**src/rtl/pipelined_shift_rotate_if.sv**
```systemverilog
`default_nettype none
// ============================================================================
// Module      : pipelined_shift_rotate_if
// Description : Handshake bundle for the pipelined shift/rotate/funnel unit.
//               Input channel : in_valid/in_ready plus op, a, b, n, tag.
//               Output channel: out_valid/out_ready plus data, tag, err.
//               master = operand source / result sink side,
//               slave  = the shift/rotate unit itself.
// Revision    : 1.0 - initial release
// ============================================================================
interface pipelined_shift_rotate_if #(
    parameter int W  = 8,
    parameter int TW = 4
);
    localparam int AW = $clog2(W) + 1;

    logic          in_valid;
    logic          in_ready;
    logic [2:0]    in_op;
    logic [W-1:0]  in_a;
    logic [W-1:0]  in_b;
    logic [AW-1:0] in_n;
    logic [TW-1:0] in_tag;
    logic          out_valid;
    logic          out_ready;
    logic [W-1:0]  out_data;
    logic [TW-1:0] out_tag;
    logic          out_err;

    modport master (
        output in_valid, in_op, in_a, in_b, in_n, in_tag, out_ready,
        input  in_ready, out_valid, out_data, out_tag, out_err
    );

    modport slave (
        input  in_valid, in_op, in_a, in_b, in_n, in_tag, out_ready,
        output in_ready, out_valid, out_data, out_tag, out_err
    );
endinterface
`default_nettype wire

```
**src/rtl/pipelined_shift_rotate.sv**
```systemverilog
`default_nettype none
// ============================================================================
// Module      : pipelined_shift_rotate
// Description : Pipelined shift/rotate/funnel unit. Every op is decoded into a
//               right funnel extract ({hi,lo} >> r)[W-1:0]; the shift is then
//               done as a log2 barrel across registered stages.
//               Latency is $clog2(W)+2 cycles; one op per cycle.
// Ports       : clk  - clock
//               nrst - asynchronous active-low reset
//               bus  - pipelined_shift_rotate_if.slave (in/out handshakes)
// Revision    : 1.0 - initial release
// ============================================================================
module pipelined_shift_rotate #(
    parameter int W  = 8,
    parameter int TW = 4
) (
    input  wire logic                 clk,
    input  wire logic                 nrst,
    pipelined_shift_rotate_if.slave   bus
);
    localparam int AW = $clog2(W) + 1;   // shift-amount width
    localparam int LW = AW - 1;          // log2(W)
    localparam logic [AW-1:0] W_A = AW'(W);

    localparam logic [2:0] OP_SLL = 3'b000;
    localparam logic [2:0] OP_SRL = 3'b001;
    localparam logic [2:0] OP_SRA = 3'b010;
    localparam logic [2:0] OP_ROL = 3'b011;
    localparam logic [2:0] OP_ROR = 3'b100;
    localparam logic [2:0] OP_FUN = 3'b101;

    // Stages 0..AW-1 carry the 2W-bit funnel word; the final stage only
    // needs the W-bit result, so it lives in dedicated out_* flops.
    logic [2*W-1:0] word_q [0:AW-1];
    logic [2*W-1:0] word_d [0:AW-1];
    logic [AW-1:0]  r_q    [0:AW-1];
    logic [AW-1:0]  r_d    [0:AW-1];
    logic [TW-1:0]  tag_q  [0:AW-1];
    logic [TW-1:0]  tag_d  [0:AW-1];
    logic           err_q  [0:AW-1];
    logic           err_d  [0:AW-1];
    logic           vld_q  [0:AW-1];
    logic           vld_d  [0:AW-1];

    logic [W-1:0]   out_data_q, out_data_d;
    logic [TW-1:0]  out_tag_q,  out_tag_d;
    logic           out_err_q,  out_err_d;
    logic           out_vld_q,  out_vld_d;

    logic           adv;

    // ------------------------------------------------------------------
    // Decode: map op/a/b/n onto hi, lo and right-shift amount r
    // ------------------------------------------------------------------
    logic [W-1:0]   dec_hi, dec_lo;
    logic [AW-1:0]  dec_r;
    logic           dec_err;
    logic           n_ge_w;
    logic [AW-1:0]  n_mod;
    logic [AW-1:0]  rol_t;

    always_comb begin
        n_ge_w  = bus.in_n[AW-1];
        n_mod   = {1'b0, bus.in_n[LW-1:0]};
        rol_t   = W_A - n_mod;          // low LW bits give (W - n mod W) mod W
        dec_hi  = '0;
        dec_lo  = '0;
        dec_r   = '0;
        dec_err = 1'b0;
        case (bus.in_op)
            OP_SLL: begin
                // n=0 yields r=W, which returns a unchanged from the upper half
                if (!n_ge_w) begin
                    dec_hi = bus.in_a;
                    dec_r  = W_A - bus.in_n;
                end
            end
            OP_SRL: begin
                dec_lo = bus.in_a;
                dec_r  = bus.in_n;      // r >= W naturally shifts a out entirely
            end
            OP_SRA: begin
                dec_hi = {W{bus.in_a[W-1]}};
                dec_lo = bus.in_a;
                dec_r  = n_ge_w ? W_A : bus.in_n;
            end
            OP_ROL: begin
                dec_hi = bus.in_a;
                dec_lo = bus.in_a;
                dec_r  = {1'b0, rol_t[LW-1:0]};
            end
            OP_ROR: begin
                dec_hi = bus.in_a;
                dec_lo = bus.in_a;
                dec_r  = n_mod;
            end
            OP_FUN: begin
                dec_hi = bus.in_a;
                dec_lo = bus.in_b;
                dec_r  = bus.in_n;
            end
            default: dec_err = 1'b1;
        endcase
    end

    // ------------------------------------------------------------------
    // Barrel stages: stage k conditionally shifts by 2^(k-1)
    // ------------------------------------------------------------------
    logic [2*W-1:0] shifted [1:AW-1];

    generate
        for (genvar k = 1; k < AW; k++) begin : g_stage
            assign shifted[k] = r_q[k-1][k-1] ? (word_q[k-1] >> (2**(k-1)))
                                              : word_q[k-1];
        end
    endgenerate

    // Global enable: the whole pipe moves unless the output is held.
    assign adv          = !out_vld_q || bus.out_ready;
    assign bus.in_ready = adv;

    always_comb begin
        for (int k = 0; k < AW; k++) begin
            word_d[k] = word_q[k];
            r_d[k]    = r_q[k];
            tag_d[k]  = tag_q[k];
            err_d[k]  = err_q[k];
            vld_d[k]  = vld_q[k];
        end
        out_data_d = out_data_q;
        out_tag_d  = out_tag_q;
        out_err_d  = out_err_q;
        out_vld_d  = out_vld_q;

        if (adv) begin
            word_d[0] = {dec_hi, dec_lo};
            r_d[0]    = dec_r;
            tag_d[0]  = bus.in_tag;
            err_d[0]  = dec_err;
            vld_d[0]  = bus.in_valid;
            for (int k = 1; k < AW; k++) begin
                word_d[k] = shifted[k];
                r_d[k]    = r_q[k-1];
                tag_d[k]  = tag_q[k-1];
                err_d[k]  = err_q[k-1];
                vld_d[k]  = vld_q[k-1];
            end
            // Last step shifts by W, i.e. selects the upper or lower half.
            out_data_d = r_q[AW-1][AW-1] ? word_q[AW-1][2*W-1:W]
                                         : word_q[AW-1][W-1:0];
            out_tag_d  = tag_q[AW-1];
            out_err_d  = err_q[AW-1];
            out_vld_d  = vld_q[AW-1];
        end
    end

    always_ff @(posedge clk or negedge nrst) begin
        if (!nrst) begin
            for (int k = 0; k < AW; k++) begin
                word_q[k] <= '0;
                r_q[k]    <= '0;
                tag_q[k]  <= '0;
                err_q[k]  <= 1'b0;
                vld_q[k]  <= 1'b0;
            end
            out_data_q <= '0;
            out_tag_q  <= '0;
            out_err_q  <= 1'b0;
            out_vld_q  <= 1'b0;
        end else begin
            for (int k = 0; k < AW; k++) begin
                word_q[k] <= word_d[k];
                r_q[k]    <= r_d[k];
                tag_q[k]  <= tag_d[k];
                err_q[k]  <= err_d[k];
                vld_q[k]  <= vld_d[k];
            end
            out_data_q <= out_data_d;
            out_tag_q  <= out_tag_d;
            out_err_q  <= out_err_d;
            out_vld_q  <= out_vld_d;
        end
    end

    assign bus.out_valid = out_vld_q;
    assign bus.out_data  = out_data_q;
    assign bus.out_tag   = out_tag_q;
    assign bus.out_err   = out_err_q;

endmodule
`default_nettype wire

```
**src/flat_wrapper.sv**
```systemverilog
// flat-port wrapper written by rule: the top's interface ports become plain ports
module pipelined_shift_rotate_flat 
#(
    parameter int W  = 8,
    parameter int TW = 4
)
  (clk, nrst, bus_in_valid, bus_in_op, bus_in_a, bus_in_b, bus_in_n, bus_in_tag, bus_out_ready, bus_in_ready, bus_out_valid, bus_out_data, bus_out_tag, bus_out_err);
  pipelined_shift_rotate_if #(.W(W), .TW(TW)) bus_i ();
  input  wire logic clk;
  input  wire logic nrst;
  input wire logic [$bits(bus_i.in_valid)-1:0] bus_in_valid;
  input wire logic [$bits(bus_i.in_op)-1:0] bus_in_op;
  input wire logic [$bits(bus_i.in_a)-1:0] bus_in_a;
  input wire logic [$bits(bus_i.in_b)-1:0] bus_in_b;
  input wire logic [$bits(bus_i.in_n)-1:0] bus_in_n;
  input wire logic [$bits(bus_i.in_tag)-1:0] bus_in_tag;
  input wire logic [$bits(bus_i.out_ready)-1:0] bus_out_ready;
  output wire logic [$bits(bus_i.in_ready)-1:0] bus_in_ready;
  output wire logic [$bits(bus_i.out_valid)-1:0] bus_out_valid;
  output wire logic [$bits(bus_i.out_data)-1:0] bus_out_data;
  output wire logic [$bits(bus_i.out_tag)-1:0] bus_out_tag;
  output wire logic [$bits(bus_i.out_err)-1:0] bus_out_err;
  assign bus_i.in_valid = bus_in_valid;
  assign bus_i.in_op = bus_in_op;
  assign bus_i.in_a = bus_in_a;
  assign bus_i.in_b = bus_in_b;
  assign bus_i.in_n = bus_in_n;
  assign bus_i.in_tag = bus_in_tag;
  assign bus_i.out_ready = bus_out_ready;
  assign bus_in_ready = bus_i.in_ready;
  assign bus_out_valid = bus_i.out_valid;
  assign bus_out_data = bus_i.out_data;
  assign bus_out_tag = bus_i.out_tag;
  assign bus_out_err = bus_i.out_err;
  pipelined_shift_rotate #(.W(W), .TW(TW)) u_core (.clk(clk), .nrst(nrst), .bus(bus_i));
endmodule
```
**config.mk**
```make
export PLATFORM = sky130hd
export DESIGN_NAME = pipelined_shift_rotate_flat
export DESIGN_NICKNAME = d
export VERILOG_FILES = /design/src/rtl/pipelined_shift_rotate_if.sv /design/src/rtl/pipelined_shift_rotate.sv /design/src/flat_wrapper.sv
export SDC_FILE = /design/constraint.sdc
export NUM_CORES = 1
export LEC_CHECK = 0
export CORE_MARGIN = 2
export CORE_UTILIZATION = 35
export DETAILED_ROUTE_END_ITERATION = 8
export PLACE_DENSITY_LB_ADDON = 0.25
export REMOVE_ABC_BUFFERS = 1
export SETUP_SLACK_MARGIN = 0.02
export SYNTH_ARGS = -nofsm -noshare
export SYNTH_HDL_FRONTEND = slang
export SYNTH_SLANG_ARGS = --single-unit
```
**constraint.sdc**
```tcl
create_clock -name clk -period 1.4 [get_ports clk]
set_clock_uncertainty 0.2 [all_clocks]
set_input_delay 0.28 -clock clk [delete_from_list [all_inputs] [get_ports clk]]
set_output_delay 0.28 -clock clk [all_outputs]
set_load 0.02 [all_outputs]
```
==> results.yml <==
placed_design:
  place_hpwl_mm: 6.594
  place_ws_ns: -0.5929
  gp_congestion: 0.8208
  io_buffers: 45
  placed_area_sq_um: 5842
die:
  core.rowCount: 43
  start_util: 0.3600
  core_area_sq_um: 13930
  die-area_sq_um: 15310
  dieWidth_um: 123.7
  fp.dieH_um: 123.7
  design.portCount: 46
finish:
  layout-drive-gt1-share: 0.1715
  num_antenna_cells: 0
  area.growth.synth_to_final_pct: 26.29
  stdcell_area_sq_um: 6335
  nNetsFinal: 610
outcome:
  status: "finished with violations"
  violations: "negative setup slack"
yosys:
  ys_types: 39
  yosys_warnings: 0
  synthTopCellsByArea: "dfrtp_1 (56%), nand2_1 (14%), mux2i_1 (9.8%)"
  synth_commonest_cells: "nand2_1 (183), dfrtp_1 (112), o21ai_0 (51), mux2i_1 (49), buf_4 (14)"
  syn_inst: 512
  ys_ff_latch: 112
  ys_seq_area_frac: 0.5587
  synth-edff-count: 0
  syn_area_per_cell_sq_um: 9.797
  yosysMostFrequentCell: "nand2_1"
  netlist_area_sq_um: 5016
  synth_ff_type: "dfrtp_1"
  synthArstFlopShare: 1.000
  synth_area_leader_cell: "dfrtp_1"
  yosysTopAreaCellShare: 0.5587
clocking:
  worstSkewPairLatency_ns: 0.35
  cts_buffers: 9
  clock_sinks: 112
  clkTransAtPathRegs_ns: 0.07
  htreeDepth: 3
  tritoncts: "built"
  clockBufferDepth: 2
  cts-root-buf: "clkbuf_16"
timing:
  hold_viol_final: 0
  fin_ws_ns: -0.1186
  timing.final.setup_violations: 71
  fmaxAchievable_ghz: 0.6585
  finalMaxSlewViolations: 0
  period_share: 1.085
  grt_setup_unrepaired: "true"
  worstMarginPinSlew_ns: 0.3684
  relSlewSlack: 0.7521
  period_minus_slack_ns: 1.519
  hold_ws_ns: 0.1915
pwr:
  powerDensity_nw_per_um2: 1872
  p_leak_nw: 2.917
  irDropWorstVdd_uv: 740.9
worst_setup_path:
  cp.required_ns: 0.92
  cp-start-kind: "input pin"
  worstPathArrival_ns: 1.04
  crit_type: "in2out"
  endpoint_kind: "primary output"
  cp_max_fo: 2
route:
  antenna_left: 0
  wl_met2_mm: 4.464
  drc: 0
  routed_via_density: 4.751
  wire_per_inst_um: 12.51
  wl_mm: 9.544
  drt-initial-drc-count: 266
  dr.pass1.iters: 4
  routed-via-count: 3625
  wl_met3_um: 166
  met1_length_mm: 4.711
  maxUsedRoutingLayer: "met4"
grt:
  grt_pass1_wl_mm: 16.45
  antenna_found_initial: 0
  grt_start_max_net_pins: 49
  grt_pass1_vias: 3495
  overflow: 0
  grt.total_usage: 0.1349
hold_path:
  hold_path_class: "in2async"
run:
  max_cap_violations: 0
[where the power goes]
part           total (mW)  switching [mW]  internal [mW]
registers            5.29           0.794           4.49
logic                4.04            2.04           2.00
clock network        2.53            1.15           1.38
[through the flow]
stage | power (mW) | TNS, ns | cells | util
after floorplan | 7.506 | -218.18 | 475 | -
after global placement | 8.999 | -47.70 | 735 | 0.4192
after detailed placement | 9.152 | -49.67 | 735 | 0.4192
after CTS | 11.77 | -1.838 | 754 | 0.4446
after global routing | 12.73 | -6.971 | 763 | 0.4546
final | 11.86 | -1.800 | 763 | 0.4546
[per-layer routing]
| layer | GRT usage | up-vias |
|---|---|---|
| met5 | 0 | - |
| met4 | 0.06605 | 0 |
| met3 | 0.01740 | 13 |
| met2 | 0.2098 | 41 |
| met1 | 0.1863 | 1728 |
| li1 | - | 1843 |
[state kept, by name, indices dropped and copies added (netlist names)]
| name | flops |
|---|---|
| u_core.word_q | 64 |
| u_core.r_q | 10 |
| u_core.bus.out_data | 8 |
| u_core.bus.out_tag | 4 |
| u_core.bus.out_valid | 1 |
| u_core.tag_q | 16 |
| u_core.vld_q | 4 |
| u_core.bus.out_err | 1 |
| u_core.err_q | 4 |
[layout by cell type, fill, tap and decap left out, types with 3 or more instances in the layout]
cell,n
clkinvlp_4,5
buf_12,7
o31ai_2,6
nand2_1,183
a21oi_1,5
a32oi_1,8
dlygate4sd2_1,5
nand3b_1,7
clkdlybuf4s50_1,24
inv_2,3
buf_6,15
o21ai_1,8
buf_4,35
dfrtp_1,112
clkbuf_16,9
nor2_1,12
buf_16,3
o21ai_0,51
mux2i_1,49
[cell type report]
cell class                 instances  area, sq um
sequential                       112         2803
clock buffer                       9        225.2
inverter                           5        18.77
tap                              180        225.2
timing repair buffer              92        967.2
multi-input combinational        358         2023
fill                            1353         7600
clock inverter                     7        72.57
[what timing repair did]
action | CTS | global route
endpoints found under the setup margin | 127 | 127
setup buffers | 1 | 9
hold buffers | 1 | 0
pin swaps | 2 | 0
resized for setup | 90 | 19
endpoints found under the hold margin | 112 | 0
cloned | 1 | 0
[final timing paths]
check	from	cells past startpoint	slack, ns	end
worst max-delay path	bus_out_ready	4	-0.12	bus_in_ready
worst min-delay path	nrst	2	0.19	u_core.bus.out_tag[1]
worst max register to register	u_core.bus.out_valid	4	-0.05	u_core.word_q[8]
worst min register to register	u_core.tag_q[14]	2	0.27	u_core.tag_q[14]
max in group asynchronous	nrst	3	0.29	u_core.word_q[47]
min in group clk	bus_in_n[0]	3	0.26	u_core.r_q[12]
[kinds of logic after synthesis]
group,count (synthesis),share of synthesized area
multiplexers,50,0.1000
adder cells (fa/ha/maj),1,0.002494
AND/OR/NAND/NOR,219,0.1808
flip-flops,112,0.5587
buffers and inverters,42,0.04814
AO/OA/AOI/OAI,88,0.1098
[critical path, stage by stage]
cell             delay [ns]
clkdlybuf4s50_1        0.44
nor2b_4                0.14
inv_2                  0.05
buf_6                  0.12
Power figures use the tool's default switching activity.
